--- config.mk ---
export PLATFORM = sky130hd
export DESIGN_NAME = mem_lock_arbiter
export DESIGN_NICKNAME = d
export VERILOG_FILES = /design/src/rtl/mem_lock_arbiter.sv
export SDC_FILE = /design/constraint.sdc
export NUM_CORES = 1
export LEC_CHECK = 0
export ABC_CLOCK_PERIOD_IN_PS = 10100
export CAP_MARGIN = 30
export CORE_MARGIN = 8
export CORE_UTILIZATION = 40
export CTS_BUF_LIST = sky130_fd_sc_hd__clkbuf_4 sky130_fd_sc_hd__clkbuf_8
export CTS_CLUSTER_DIAMETER = 100
export DETAILED_ROUTE_END_ITERATION = 16
export PLACE_DENSITY = 0.65
export SETUP_SLACK_MARGIN = 0.4
export SYNTH_ARGS = -nofsm -noshare
export SYNTH_HDL_FRONTEND = slang
export SYNTH_SLANG_ARGS = --single-unit
--- constraint.sdc ---
create_clock -name clk -period 10.1 [get_ports clk]
set_input_delay 1.01 -clock clk [delete_from_list [all_inputs] [get_ports clk]]
set_output_delay 1.01 -clock clk [all_outputs]
set_load 0.02 [all_outputs]
--- src/rtl/mem_lock_arbiter.sv ---
// rtl/mem_lock_arbiter.sv - two-port external memory arbiter with shared address lock table
module mem_lock_arbiter #(
  parameter int LOCKS = 4
) (
  input  logic        clk,
  input  logic        reset,
  input  logic        main_mem_read_0,
  input  logic        main_mem_read_1,
  input  logic        main_mem_write_0,
  input  logic        main_mem_write_1,
  input  logic [15:0] mem_adr_0,
  input  logic [15:0] mem_adr_1,
  input  logic [15:0] mem_wdat_0,
  input  logic [15:0] mem_wdat_1,
  input  logic        lock_en_0,
  input  logic        lock_en_1,
  input  logic        unlock_en_0,
  input  logic        unlock_en_1,
  input  logic [9:0]  lock_adr_0,
  input  logic [9:0]  lock_adr_1,
  output logic        main_mem_ac_0,
  output logic        main_mem_ac_1,
  output logic [15:0] mem_rdat_0,
  output logic [15:0] mem_rdat_1,
  output logic        lock_ac_0,
  output logic        lock_ac_1,
  output logic        ext_req,
  output logic        ext_we,
  output logic [15:0] ext_adr,
  output logic [15:0] ext_wdat,
  input  logic [15:0] ext_rdat,
  input  logic        ext_ready
);

  localparam int IW = $clog2(LOCKS);

  typedef enum logic [1:0] {S_IDLE, S_ACCESS, S_ACK} state_t;

  state_t state_q, state_d;

  logic [1:0]       rd, wr, lk, ul;
  logic [1:0][15:0] adr, wdat;
  logic [1:0][9:0]  ladr;

  assign rd   = {main_mem_read_1, main_mem_read_0};
  assign wr   = {main_mem_write_1, main_mem_write_0};
  assign lk   = {lock_en_1, lock_en_0};
  assign ul   = {unlock_en_1, unlock_en_0};
  assign adr  = {mem_adr_1, mem_adr_0};
  assign wdat = {mem_wdat_1, mem_wdat_0};
  assign ladr = {lock_adr_1, lock_adr_0};

  // Lock table: one valid bit, 10-bit address and owner per entry
  logic [LOCKS-1:0] lk_val_q;
  logic [LOCKS-1:0] lk_own_q;
  logic [9:0]       lk_adr_q [LOCKS];

  logic rr_q;                 // port that wins the next two-way contention
  logic win_q;                // port being served by the memory FSM
  logic [1:0] done_q;         // lock operation accepted last cycle, ack due now

  logic [1:0] blocked, elig;
  logic       grant, mem_win;

  logic [1:0]          hit_own, hit_oth, op_ul, op_lk, need, fill_ok, accept;
  logic [1:0][IW-1:0]  own_idx, fill_idx;
  logic [IW-1:0]       free0, free1;
  logic                has0, has1, lk_first;

  // A memory request is blocked while its low 10 address bits are locked by the other port
  always_comb begin
    blocked = '0;
    for (int p = 0; p < 2; p++)
      for (int i = 0; i < LOCKS; i++)
        if (lk_val_q[i] && lk_adr_q[i] == adr[p][9:0] && lk_own_q[i] != 1'(p))
          blocked[p] = 1'b1;
  end

  assign elig    = (rd | wr) & ~blocked;
  assign mem_win = (elig == 2'b11) ? rr_q : elig[1];
  assign grant   = (state_q == S_IDLE) && (|elig);

  // Lock table lookup: own/other hits per port and the two lowest free entries
  always_comb begin
    hit_own = '0;
    hit_oth = '0;
    own_idx = '0;
    free0   = '0;
    free1   = '0;
    has0    = 1'b0;
    has1    = 1'b0;
    for (int p = 0; p < 2; p++)
      for (int i = 0; i < LOCKS; i++)
        if (lk_val_q[i] && lk_adr_q[i] == ladr[p]) begin
          if (lk_own_q[i] == 1'(p)) begin
            hit_own[p] = 1'b1;
            own_idx[p] = IW'(i);
          end else begin
            hit_oth[p] = 1'b1;
          end
        end
    for (int i = 0; i < LOCKS; i++)
      if (!lk_val_q[i]) begin
        if (!has0) begin
          has0  = 1'b1;
          free0 = IW'(i);
        end else if (!has1) begin
          has1  = 1'b1;
          free1 = IW'(i);
        end
      end
  end

  // Unlock takes precedence over lock on one port; nothing is re-accepted while its ack is due
  assign op_ul    = ul & ~done_q;
  assign op_lk    = lk & ~ul & ~done_q;
  assign need     = op_lk & ~hit_own & ~hit_oth;
  assign lk_first = (need == 2'b11) ? rr_q : need[1];

  // Allocate free entries: pointer winner takes the lowest, the other port the next one
  always_comb begin
    fill_ok  = '0;
    fill_idx = '0;
    if (need[lk_first]) begin
      fill_ok[lk_first]  = has0;
      fill_idx[lk_first] = free0;
    end
    if (need == 2'b11 && ladr[0] != ladr[1]) begin
      fill_ok[~lk_first]  = has1;
      fill_idx[~lk_first] = free1;
    end
  end

  assign accept = op_ul | (op_lk & (hit_own | fill_ok));

  // Commit lock table changes and remember which ports owe an ack
  always_ff @(posedge clk or posedge reset) begin
    if (reset) begin
      lk_val_q <= '0;
      lk_own_q <= '0;
      for (int i = 0; i < LOCKS; i++) lk_adr_q[i] <= '0;
      done_q   <= '0;
    end else begin
      done_q <= accept;
      for (int p = 0; p < 2; p++) begin
        if (op_ul[p] && hit_own[p]) lk_val_q[own_idx[p]] <= 1'b0;
        if (fill_ok[p]) begin
          lk_val_q[fill_idx[p]] <= 1'b1;
          lk_adr_q[fill_idx[p]] <= ladr[p];
          lk_own_q[fill_idx[p]] <= 1'(p);
        end
      end
    end
  end

  // Round-robin pointer moves to the loser after each memory grant or lock contention
  always_ff @(posedge clk or posedge reset) begin
    if (reset)                rr_q <= 1'b0;
    else if (grant)           rr_q <= ~mem_win;
    else if (need == 2'b11)   rr_q <= ~lk_first;
  end

  // Memory FSM state register
  always_ff @(posedge clk or posedge reset) begin
    if (reset) state_q <= S_IDLE;
    else       state_q <= state_d;
  end

  // Memory FSM next-state logic
  always_comb begin
    state_d = state_q;
    case (state_q)
      S_IDLE:   if (grant) state_d = S_ACCESS;
      S_ACCESS: if (ext_ready) state_d = S_ACK;
      S_ACK:    state_d = S_IDLE;
      default:  state_d = S_IDLE;
    endcase
  end

  // Memory FSM outputs; acks are dropped if the request was withdrawn
  always_comb begin
    ext_req       = (state_q == S_ACCESS);
    main_mem_ac_0 = (state_q == S_ACK) && !win_q && (rd[0] | wr[0]);
    main_mem_ac_1 = (state_q == S_ACK) &&  win_q && (rd[1] | wr[1]);
    lock_ac_0     = done_q[0] && (lk[0] | ul[0]);
    lock_ac_1     = done_q[1] && (lk[1] | ul[1]);
  end

  // Capture the winner's access on grant and its read data on completion
  always_ff @(posedge clk or posedge reset) begin
    if (reset) begin
      ext_adr    <= '0;
      ext_we     <= 1'b0;
      ext_wdat   <= '0;
      win_q      <= 1'b0;
      mem_rdat_0 <= '0;
      mem_rdat_1 <= '0;
    end else begin
      if (grant) begin
        ext_adr  <= adr[mem_win];
        ext_we   <= wr[mem_win];
        ext_wdat <= wdat[mem_win];
        win_q    <= mem_win;
      end
      if (state_q == S_ACCESS && ext_ready && !ext_we) begin
        if (win_q) mem_rdat_1 <= ext_rdat;
        else       mem_rdat_0 <= ext_rdat;
      end
    end
  end

endmodule

==> qor.yml, run 1 <==
outcome: "finished clean"
syn-cell-area_um2: 8390
place_area_um2: 10100
setup_ws_ns: 5.88
cts_tree: "yes"
cts_hold_buf: 0
clock-sinks: 119
worstHoldStart: "done_q[0]$_DFF_PP0_"
r2r_cells: 9
fp.dieW_um: 161
synth-edff-count: 0
ctsResizeCount: 0
io_pins: 181
min_path_type: "flip-flop to flip-flop"
synth_cell_types: 51
drive_gt1_share_pct: 25.9
fillers: 1925
max_freq_mhz: 237
setup.worst_path.class: "primary input to flip-flop"
fp.coreArea_um2: 20800
root_buffer: "clkbuf_8"
tightest_slew_ns: 0.876
grt_pass1_vias: 6542
place_worst_setup_slack_ns: 5.46
numCtsBuffers: 17
finalPower_w: 0.00309
n_antenna_cell: 0
vias: 6164
setup_viol: 0
drtIter0Drc: 385
crit_arrival_ns: 4.55
grt_max_degree: 69
dieArea_um2: 25900
final-max-slew-violation-count: 0
hold_end: "done_q[0]$_DFF_PP0_"
synth_nets: 890
globalRoute.totalOverflow: 0
drc: 0
wl_mm: 26.8
htree_levels: 4
start_util_pct: 40.3
power_leakage_nw: 4.20
rsz0062_at_grt: "no"
hold_violations: 0
synth_ff_type: "dfrtp_1"
r2r-start: "lk_adr_q[13]$_DFF_PP0_"
grt_use_total_pct: 20.9
fin_crit_ns: 4.22
worstReg2RegEnd: "lk_adr_q[7]$_DFF_PP0_"
cts.clk_slew.worst_paths_ns: 0.08
fin_area_um2: 10500
cap_violations: 0
hold_depth: 1
syn_to_final_growth_pct: 25.3
first_pass_iters: 5
cts_buffer_depth: 2
slew_headroom_pct: 41.6
num_rows: 53
crit_start: "lock_adr_1[0]"
critical_path_peak_fanout: 9
worst_setup_path_end_kind: "flip-flop"
required_ns: 10.43
min_period_over_period_pct: 41.8
worstSkewPairLatency_ns: 0.45
synth_seq_cells: 119
post_drt_wl_per_cell_um: 22.9
startpoint_type: "primary input"
async_flop_share_pct: 100
antenna_found_initial: 0
ff2ff_setup_slack_ns: 6.65
post_cts_buffers: 0
io_buffers: 180
hpwlAfterDp_mm: 20.3
finish.net_count: 997
pwr_density_cell_nw_per_um2: 294
syn_area_per_cell_um2: 10.8
gp_congestion: 0.948
fp.dieH_um: 161
ys_seq_area_share_pct: 35.5
grt_pass1_wl_mm: 41.4
via_per_inst: 5.26
synthCells: 776
ant_nets: 0
fin_worst_skew_ns: 0.0182
ys_warn_count: 0
max-vdd-ir-drop_mv: 0.184
fin_tns_setup_ns: 0
[flip-flops by register name, summed over array words and instances, names as in the netlist]
register    flops
ext_adr        16
done_q          2
mem_rdat_1     16
state_q         2
win_q           1
ext_we          1
lk_own_q        4
lk_adr_q       40
ext_wdat       16
lk_val_q        4
rr_q            1
mem_rdat_0     16
[cell type report]
class                   count  area [µm²]  share of cell area (%)
clock buffers              17         234                    2.23
repair buffers            190        1880                    17.9
flip-flops and latches    119        2980                    28.3
well taps                 275         344                    3.27
clock inverters            15         189                    1.80
multi-input cells         546        4850                    46.1
inverters                   9        36.3                   0.345
[cells in the mapped netlist, drive strengths merged, types with 5 or more instances]
cell type,count,area (µm²)
dfrtp,119,2980
nor2,17,63.8
mux2,182,2110
nand2,18,67.6
nor2b,7,43.8
nand4,23,156
buf,78,444
nand3,17,90.1
clkbuf,24,91.3
o21ai,5,25.0
nand2b,6,37.5
xor2,88,771
nor4,23,159
xnor2,83,727
mux2i,8,80.1
inv,9,33.8
nor3,12,65.1
[how the worst max path moves through the flow]
stage	end	slack, ns	depth (start not counted)
after floorplan	done_q[0]$_DFF_PP0_	5.93	1
after global placement	lk_adr_q[26]$_DFF_PP0_	5.46	8
after detailed placement	lk_adr_q[7]$_DFF_PP0_	5.46	10
after CTS	lk_adr_q[7]$_DFF_PP0_	5.91	10
after global routing	lk_adr_q[6]$_DFF_PP0_	5.70	10
final	lk_adr_q[7]$_DFF_PP0_	5.88	10
[metal layers]
metal  routed length [µm]  up-vias  track usage (%)  part of all wire (%)
li1                     -     2861                -                     -
met1                11500     2969             26.1                    43
met2                11800      271             31.6                    44
met3                 2690       63             8.70                    10
met4                  877        0             8.00                   3.3
met5                    0        -                0                     0
[cells by family after synthesis]
| group | after synthesis | synth area share [%] |
|---|---|---|
| flip-flops | 119 | 35.5 |
| multiplexers | 190 | 26.1 |
| AND/OR/NAND/NOR | 151 | 10.7 |
| adder cells (fa/ha/maj) | 3 | 0.447 |
| AO/OA/AOI/OAI | 31 | 2.55 |
| XOR/XNOR | 171 | 17.9 |
| buffers and inverters | 111 | 6.79 |
[report_power, final]
part,internal [W],switching (W)
sequential,0.000710,0.000353
clock,0.000250,0.000227
combinational,0.000856,0.000696
[stage by stage]
stage	hold WS (ns)	utilization, %	cells
final	0.503	50.5	1171
after global routing	0.516	50.5	1171
after CTS	0.502	50.5	1171
after detailed placement	0.491	48.4	1139
after global placement	0.477	48.4	1138
after floorplan	0.455	-	776
[placed cells by master, fill, tap and decap left out, types with 5 or more instances in the layout]
cell	n
clkdlybuf4s50_1	180
mux2_2	165
dfrtp_1	119
xor2_1	88
xnor2_1	83
nor4_1	22
nand4_1	21
nand2_1	18
nor2_1	17
mux2_4	17
clkbuf_8	17
nand3_1	16
nor3_1	10
buf_4	9
inv_1	8
mux2i_1	8
nor2b_1	7
nand2b_1	6
o21ai_0	5
inv_6	5
[critical path, cell delays in order]
cell	delay, ns
clkdlybuf4s50_1	0.69
xnor2_1	0.40
nand4_1	0.16
or4_1	0.55
o2111a_1	0.22
nand3_2	0.19
mux2i_1	0.41
buf_4	0.31
mux2_2	0.36
mux2_2	0.25
(Power assumes the default switching activity.)
==> run 2, diff against run 1 <==
ABC_CLOCK_PERIOD_IN_PS = 3700   (was 10100)
PLACE_DENSITY = 0.68   (was 0.65)
clock period = 3.7 ns   (was 10.1 ns; I/O delays follow)
==> run 2 against run 1 <==
Routed wire length increased by 3.1%. Clock skew increased by 0.0010 ns. Flip-flop and latch count unchanged. Global-route usage increased by 0.85 points. Via count increased by 4.1%.
==> qor.yml, run 2 (same netlist as run 1, synthesis figures left out) <==
grt_pass1_vias: 6943  # +6.1%
fin_hold_ws_ns: 0.394  # -0.109 ns
regMostFlops: "lk_adr_q"
fp.dieH_um: 161  # unchanged
via_per_inst: 5.33  # +1.3%
ff2ff_setup_slack_ns: 0.55  # -6.10 ns
crit_arrival_ns: 3.50  # -1.05 ns
final-max-slew-violation-count: 0  # unchanged
globalRoute.totalOverflow: 0  # unchanged
fp.coreArea_um2: 20800  # unchanged
max-vdd-ir-drop_mv: 0.479  # +160%
drc: 0  # unchanged
final_common_cell: "clkdlybuf4s50_1"
final_cells: 1204  # +2.8%
startpoint_type: "flip-flop"
max_freq_mhz: 317
finish.net_count: 1029  # +3.2%
power_leakage_nw: 4.38  # +4.4%
wl_mm: 27.6  # +3.1%
vias: 6418  # +4.1%
cts_tree: "yes"
drive_gt1_share_pct: 29.1  # +3.2 points
io_pins: 181  # unchanged
finalPower_w: 0.00843  # +170%
setup_viol: 0  # unchanged
post_drt_wl_per_cell_um: 23.0  # +0.31%
antenna_found_initial: 2  # +2
io_buffers: 180  # unchanged
outcome: "finished clean"
worst_setup_path_end_kind: "flip-flop"
fillers: 1923  # -0.10%
tightest_slew_ns: 0.782  # -0.0939 ns
ant_nets: 0  # unchanged
required_ns: 4.05  # -6.38 ns
syn_to_final_growth_pct: 28.5
place_area_um2: 10400  # +2.6%
cpMostUsedCell: "mux2_2"
grt_pass1_wl_mm: 42.8  # +3.4%
critPathSlowestCell: "or4_1"
worstSkewPairLatency_ns: 0.46  # about the same
fin_area_um2: 10800  # +2.6%
largest_register_ffs: 40  # unchanged
grt_max_degree: 120  # +74%
critical_path_peak_fanout: 6  # -3
cts_buffer_depth: 2  # unchanged
min_period_over_period_pct: 85.1
drtIter0Drc: 373  # -3.1%
final_cell_mix: "clkdlybuf4s50_1, mux2_2, dfrtp_1"
grt_use_total_pct: 21.8  # +0.85 points
slew_headroom_pct: 47.4  # +5.8 points
cts.clk_slew.worst_paths_ns: 0.08  # about the same
setup.worst_path.class: "flip-flop to flip-flop"
min_path_type: "primary input to async pin"
post-place-cells: 1171  # +2.8%
numCtsBuffers: 17  # unchanged
fp.dieW_um: 161  # unchanged
htree_levels: 4  # unchanged
slowest_delay_ns: 0.55  # -0.14 ns
rsz0062_at_grt: "no"
post_cts_buffers: 0  # unchanged
start_util_pct: 40.3  # unchanged
gp_congestion: 0.921  # -2.9%
dieArea_um2: 25900  # unchanged
fin_crit_ns: 3.15
path_cells: "xnor2_2 > nand4_1 > or4_1 > o2111a_1 > nand3_2 > mux2i_1 > buf_4 > mux2_2 > mux2_2"
hpwlAfterDp_mm: 21.4  # +5.5%
cap_violations: 0  # unchanged
hold_violations: 0  # unchanged
pwr_density_cell_nw_per_um2: 782  # +170%
first_pass_iters: 5  # unchanged
clock-sinks: 119  # unchanged
fin_worst_skew_ns: 0.0192  # +0.00101 ns
root_buffer: "clkbuf_8"
num_rows: 53  # unchanged
==> run 2: changes by cell type in the layout (fill, tap and decap cells not counted), sizes merged <==
| cell | delta |
|---|---|
| bufinv | -2 |
| clkdlybuf4s50 | -3 |
| dlymetal6s2s | +3 |
| clkinvlp | +2 |
| clkinv | -3 |
| inv | +3 |
| diode | +1 |
| buf | +32 |
==> run 2: worst max-delay path, delay by kind of cell, from the launching register on <==
family | cells | cell delay, ns
compound gates | 1 | 0.23
xor+xnor | 1 | 0.29
buf+inv | 1 | 0.23
flops | 1 | 0.50
mux | 3 | 0.91
simple gates | 3 | 0.88
==> run 2: power breakdown <==
group | total (W) | internal (W) | switching [W]
Sequential | 0.00287 | 0.00194 | 0.000933
Combinational | 0.00434 | 0.00240 | 0.00194
Clock | 0.00122 | 0.000562 | 0.000657
Total | 0.00843 | 0.00490 | 0.00352
==> run 2: per-layer routing <==
metal	GRT usage, %	share of wire [%]
met4	9.09	2.9
met5	0	0.083
met1	26.4	42
met2	34.2	45
met3	8.22	9.3
==> run 2: through the flow <==
| step | utilization (%) | setup TNS [ns] | setup slack (ns) |
|---|---|---|---|
| 6_report | 51.8 | 0 | 0.550 |
| 2_1_floorplan | - | 0 | 0.865 |
| 4_1_cts | 51.6 | 0 | 0.482 |
| 3_5_place_dp | 49.7 | -1.27 | -0.0911 |
| 3_3_place_gp | 49.7 | -0.291 | -0.0279 |
| 5_1_grt | 51.8 | 0 | 0.417 |
==> run 2: final timing paths <==
kind / start / end / cells past startpoint
setup / recovery: lk_adr_q[0]$_DFF_PP0_ / lk_adr_q[31]$_DFF_PP0_ / 9
hold / removal: reset / mem_rdat_0[4]$_DFFE_PP0P_ / 3
setup reg to reg: lk_adr_q[0]$_DFF_PP0_ / lk_adr_q[31]$_DFF_PP0_ / 9
hold reg to reg: ext_wdat[12]$_DFFE_PP0P_ / ext_wdat[12]$_DFFE_PP0P_ / 1
max in group asynchronous: reset / lk_adr_q[10]$_DFF_PP0_ / 3
min in group clk: ext_wdat[12]$_DFFE_PP0P_ / ext_wdat[12]$_DFFE_PP0P_ / 1
==> run 2: layout make-up <==
cell class | instances | area (µm²) | area share [%]
diodes | 1 | 2.50 | 0.0232
clock buffers | 17 | 234 | 2.17
clock inverters | 15 | 159 | 1.47
inverters | 9 | 37.5 | 0.348
multi-input cells | 546 | 4880 | 45.2
flip-flops and latches | 119 | 2980 | 27.6
well taps | 275 | 344 | 3.19
repair buffers | 222 | 2150 | 19.9
==> run 2: timing repair <==
action / in CTS / in global routing
gates cloned: 0 / 0
endpoints found under the setup margin: 1 / 28
pin swaps: 0 / 0
hold buffers: 0 / 0
gates resized for setup: 1 / 6
